### src/rtl/pipe_reg_skid_if.sv
// pipe_reg_skid_if -- handshake bundle for the 2-entry skid pipeline register.
//   in_valid/in_ready/in_data    : upstream valid/ready transfer
//   out_valid/out_ready/out_data : downstream valid/ready transfer
//   flush                        : discard all held entries
//   count                        : current occupancy (0..2)
// Modport slave is the pipeline block; master is whoever drives upstream
// data and downstream ready.
interface pipe_reg_skid_if #(
  parameter int WIDTH = 32
);
  logic             in_valid;
  logic             in_ready;
  logic [WIDTH-1:0] in_data;
  logic             out_valid;
  logic             out_ready;
  logic [WIDTH-1:0] out_data;
  logic             flush;
  logic [1:0]       count;

  modport slave (
    input  in_valid, in_data, out_ready, flush,
    output in_ready, out_valid, out_data, count
  );

  modport master (
    output in_valid, in_data, out_ready, flush,
    input  in_ready, out_valid, out_data, count
  );
endinterface

### src/rtl/pipe_reg_skid.sv
// pipe_reg_skid -- 2-entry pipeline register (main + skid) with full
// throughput and registered in_ready.
//   clk  : rising-edge clock
//   rst  : synchronous active-low reset
//   bus  : pipe_reg_skid_if.slave (handshakes, payload, flush, count)
//
// state  | meaning
// -------+--------------------------------------------------------
// EMPTY  | nothing held, out_valid=0, in_ready=1, count=0
// ONE    | main holds head, out_valid=1, in_ready=1, count=1
// TWO    | main holds head, skid holds next, in_ready=0, count=2
module pipe_reg_skid #(
  parameter int               WIDTH     = 32,
  parameter logic [WIDTH-1:0] RESET_VAL = {WIDTH{1'b0}}
) (
  input  logic          clk,
  input  logic          rst,
  pipe_reg_skid_if.slave bus
);

  typedef enum logic [1:0] {
    S_EMPTY = 2'd0,
    S_ONE   = 2'd1,
    S_TWO   = 2'd2
  } state_t;

  state_t           state_q, state_d;
  logic [WIDTH-1:0] main_q, main_d;
  logic [WIDTH-1:0] skid_q, skid_d;
  logic             in_ready_q, in_ready_d;
  logic             out_valid_q, out_valid_d;
  logic [1:0]       count_q, count_d;

  logic in_fire;
  logic out_fire;

  // Handshakes use the registered flags so in_ready never depends on out_ready.
  assign in_fire  = bus.in_valid & in_ready_q;
  assign out_fire = out_valid_q & bus.out_ready;

  always_comb begin
    state_d = state_q;
    main_d  = main_q;
    skid_d  = skid_q;
    if (bus.flush) begin
      // Flush wins over any transfer; data registers keep their contents.
      state_d = S_EMPTY;
    end else begin
      case (state_q)
        S_EMPTY: begin
          if (in_fire) begin
            main_d  = bus.in_data;
            state_d = S_ONE;
          end
        end
        S_ONE: begin
          if (in_fire && out_fire) begin
            main_d = bus.in_data;
          end else if (in_fire) begin
            skid_d  = bus.in_data;
            state_d = S_TWO;
          end else if (out_fire) begin
            state_d = S_EMPTY;
          end
        end
        S_TWO: begin
          if (out_fire) begin
            main_d  = skid_q;
            state_d = S_ONE;
          end
        end
        default: state_d = S_EMPTY;
      endcase
    end

    // Outputs are registered copies decoded from the next state.
    in_ready_d  = (state_d != S_TWO);
    out_valid_d = (state_d != S_EMPTY);
    case (state_d)
      S_ONE:   count_d = 2'd1;
      S_TWO:   count_d = 2'd2;
      default: count_d = 2'd0;
    endcase
  end

  always_ff @(posedge clk) begin
    if (!rst) begin
      state_q     <= S_EMPTY;
      main_q      <= RESET_VAL;
      skid_q      <= RESET_VAL;
      in_ready_q  <= 1'b1;
      out_valid_q <= 1'b0;
      count_q     <= 2'd0;
    end else begin
      state_q     <= state_d;
      main_q      <= main_d;
      skid_q      <= skid_d;
      in_ready_q  <= in_ready_d;
      out_valid_q <= out_valid_d;
      count_q     <= count_d;
    end
  end

  assign bus.in_ready  = in_ready_q;
  assign bus.out_valid = out_valid_q;
  assign bus.out_data  = main_q;
  assign bus.count     = count_q;

endmodule

### src/flat_wrapper.sv
// flat-port wrapper written by rule: the top's interface ports become plain ports
module pipe_reg_skid_flat 
#(
  parameter int               WIDTH     = 32,
  parameter logic [WIDTH-1:0] RESET_VAL = {WIDTH{1'b0}}
)
  (clk, rst, bus_in_valid, bus_in_data, bus_out_ready, bus_flush, bus_in_ready, bus_out_valid, bus_out_data, bus_count);
  pipe_reg_skid_if #(.WIDTH(WIDTH)) bus_i ();
  input  logic clk;
  input  logic rst;
  input wire logic [$bits(bus_i.in_valid)-1:0] bus_in_valid;
  input wire logic [$bits(bus_i.in_data)-1:0] bus_in_data;
  input wire logic [$bits(bus_i.out_ready)-1:0] bus_out_ready;
  input wire logic [$bits(bus_i.flush)-1:0] bus_flush;
  output wire logic [$bits(bus_i.in_ready)-1:0] bus_in_ready;
  output wire logic [$bits(bus_i.out_valid)-1:0] bus_out_valid;
  output wire logic [$bits(bus_i.out_data)-1:0] bus_out_data;
  output wire logic [$bits(bus_i.count)-1:0] bus_count;
  assign bus_i.in_valid = bus_in_valid;
  assign bus_i.in_data = bus_in_data;
  assign bus_i.out_ready = bus_out_ready;
  assign bus_i.flush = bus_flush;
  assign bus_in_ready = bus_i.in_ready;
  assign bus_out_valid = bus_i.out_valid;
  assign bus_out_data = bus_i.out_data;
  assign bus_count = bus_i.count;
  pipe_reg_skid #(.WIDTH(WIDTH), .RESET_VAL(RESET_VAL)) u_core (.clk(clk), .rst(rst), .bus(bus_i));
endmodule
### config.mk
export PLATFORM = sky130hd
export DESIGN_NAME = pipe_reg_skid_flat
export DESIGN_NICKNAME = d
export VERILOG_FILES = /design/src/rtl/pipe_reg_skid_if.sv /design/src/rtl/pipe_reg_skid.sv /design/src/flat_wrapper.sv
export SDC_FILE = /design/constraint.sdc
export NUM_CORES = 1
export LEC_CHECK = 0
export CORE_UTILIZATION = 35
export DETAILED_ROUTE_END_ITERATION = 10
export PLACE_DENSITY = 0.62
export SETUP_SLACK_MARGIN = 0.2
export SLEW_MARGIN = 25
export SYNTH_ARGS = -nofsm -noshare
export SYNTH_HDL_FRONTEND = slang
export SYNTH_SLANG_ARGS = --single-unit
### constraint.sdc
create_clock -name clk -period 1.5 [get_ports clk]
set_input_delay 0.15 -clock clk [delete_from_list [all_inputs] [get_ports clk]]
set_output_delay 0.15 -clock clk [all_outputs]
set_load 0.03 [all_outputs]
==> out/results.txt <==
status = complete, but fails checks
failing checks = setup timing
Final min period = 1.55 ns
CTS tree = yes
main combinational cell family by area after synthesis = compound AO/OA/AOI/OAI gates
Crit Path Class = reg2reg
Fin. Hold Viols = 0
Critical path buffers and inverters = 1
Root Driver = clkbuf_8
area share of fa/ha/maj cells after synthesis = 0
Rel. slew slack = 0.783
die area = 8740 sq um
most common cell in the netlist = dfxtp_1
final setup vio count = 53
H-Tree Depth = 3
final design utilization = 0.543
multiplexer share of the synthesized area = 0.109
Worst path slowest cell = or3b_4
Worst EP required = 1.72 ns
Antenna Violating Nets Remaining = 0
Hold Buf Count CTS = 0
max-slew violations = 0
crit path max fanout = 9
first-pass GRT wire length = 11,200 um
actual slew at the worst max-slew pin = 0.326 ns
largest area contributor in the netlist = dfxtp_1
syn avg cell area = 9.39 sq um
Area contributors post-synth = dfxtp_1 (48%), mux2i_1 (11%), o211a_1 (11%)
Die Y = 93.5 um
Ys Warns = 0
Achievable Freq = 0.644 GHz
initial antenna violation count = 0
Post-synth top cells = dfxtp_1 (70), nand2_1 (67), nand3_1 (34)
TritonRoute pass-1 iters = 7
CP startpoint kind = register
slack of the critical path = -0.0529 ns
initial core utilization = 0.358
fin nets = 432
clk_lat worst skew = 0.34 ns
Port Buffers = 72
largest net degree at the start of global routing = 38
syn_nets = 349
total number of vias = 2,559
RSZ-0062 raised after global routing = yes
filler instances = 753
final worst clock skew = 0.00830 ns
Num CTS Buffers = 9
Worst VDD drop = 495 uV
CP endpoint kind = register
Final Cell Area = 4440 sq um
Non-Filler Instances = 504
Die W = 93.5 um
Iter 0 DRT Violations = 87
CP arrival = 1.78 ns
register bit count reported by yosys = 70
vias per inst = 5.08
Leakage = 2.28 nW
crit-path leading delay family = simple AND/OR/NAND/NOR gates
clock-pin slew on the worst setup and hold paths = 0.08 ns
routability congestion estimate = 0.765
Main synth FF type = dfxtp_1
layout cells sized above 1 = 0.231
IO Count = 73
Synth Area in Simple Gates = 0.161
number of flops mapped to enable cells by yosys = 0
synth unique cells = 22
Core Area = 8180 sq um
Post-Syn Instances = 312
clock sinks = 70
CP peak stage delay = 0.53 ns
Yosys top cell area share = 0.478
CTS max path bufs = 2
Detailed Route WL = 7800 um
dpl hpwl = 4160 um
storage element area = 1410 sq um
Placed Cells = 474
Seq/Total Area, Yosys = 0.478
Tot GR Track Use = 0.165
number of global-route vias before repair = 2,316
critical-path cell list = nand4b_1 -> or3b_4 -> buf_12 -> nand3_1 -> o21ai_1
pre-CTS WS = -0.315 ns
post-synthesis cell area = 2930 sq um
Final period util = 1.04
ys async rst share = 0
drt wl/cell = 15.5 um
GRT overflow = 0
area of the multi-input gates = 1550 sq um
Max-Cap Viols = 0
Ant. Diodes = 0
Compound-Gate Fraction of Synth Area = 0.193
P&R area growth vs syn = 51.5%
fraction of synthesized cell area in xor and xnor cells = 0
Hold Crit Class = in2reg
Site Rows = 33
placed cell area = 3940 sq um
Residual DRC = 0
PwrDens = 960 nW/um^2
cells by family after synthesis:
family	count (synthesis)
AOI/OAI and AO/OA	73
DFF	70
buffers and inverters	29
and+or+nand+nor	108
muxes	32
worst register-to-register path, stage by stage, from the launching register on:
cell	delay, ns
dfxtp_2	0.35
nand4b_1	0.21
or3b_4	0.53
buf_12	0.19
nand3_1	0.09
o21ai_1	0.08
cell type report:
type | instances | area share
inverters | 1 | 0.000846
repair buffers | 100 | 0.259
well taps | 105 | 0.0296
clock buffers | 10 | 0.0310
clock inverters | 5 | 0.0133
flip-flops and latches | 70 | 0.318
multi-input cells | 213 | 0.348
per-stage QoR:
step	hold WS [ns]	TNS (ns)	total power, mW
global route	0.209	-5.47	4.44
CTS	0.206	-0.327	4.27
detailed placement	0.454	-16.43	2.73
finish	0.214	-0.767	4.26
global placement	0.447	-14.82	2.72
floorplan	0.261	-1.25	2.43
sequential cells by signal (all words and copies together), names as in the netlist:
signal,flops
u_core.skid_q,32
u_core.state_q,2
u_core.bus.count,2
u_core.bus.out_data,32
u_core.bus.in_ready,1
u_core.bus.out_valid,1
worst paths after layout:
path / endpoint / depth (start not counted) / slack (ns) / start
setup / recovery: u_core.skid_q[2]$_SDFFE_PN0P_ / 5 / -0.05 / u_core.state_q[1]$_SDFF_PN0_
hold reg to reg: u_core.skid_q[0]$_SDFFE_PN0P_ / 2 / 0.46 / u_core.skid_q[0]$_SDFFE_PN0P_
setup reg to reg: u_core.skid_q[2]$_SDFFE_PN0P_ / 5 / -0.05 / u_core.state_q[1]$_SDFF_PN0_
hold / removal: u_core.bus.out_data[7]$_SDFFE_PN0P_ / 2 / 0.21 / rst
placed cells by master (no fill, tap or decap), drive strengths merged:
cell type      instances
a21o                   1
a21oi                  3
a221oi                 3
buf                   24
bufinv                 1
clkbuf                16
clkdlybuf4s15          1
clkdlybuf4s50         35
clkinv                 1
clkinvlp               2
dfxtp                 70
dlygate4sd2           34
inv                    2
mux2i                 32
nand2                 67
nand2b                 2
nand3                 34
nand3b                 1
nand4                  1
nand4b                 1
o211a                 32
o21ai                 32
o21ba                  2
or2                    1
or3b                   1
layer usage:
metal	wire, um	track usage	part of all wire	up-vias
met5	0	0	0	-
met4	80	0.0692	0.010	0
met3	301	0.0317	0.039	7
met2	3590	0.267	0.46	57
met1	3830	0.215	0.49	1223
li1	-	-	-	1272
timing repair:
item,4_1_cts,5_1_grt
resized for setup,50,8
buffers inserted,3,1
endpoints found under the hold margin,0,0
pin swaps,1,2
gates cloned,3,8
setup endpoints to repair,101,66
power by group:
part / leakage [nW] / switching, mW / total [mW] / internal, mW
Combinational: 1.61 / 0.399 / 0.750 / 0.351
Sequential: 0.572 / 0.0454 / 1.98 / 1.94
Clock: 0.0948 / 0.718 / 1.52 / 0.807
Total: 2.28 / 1.16 / 4.26 / 3.10
Power figures use the tool's default switching activity.
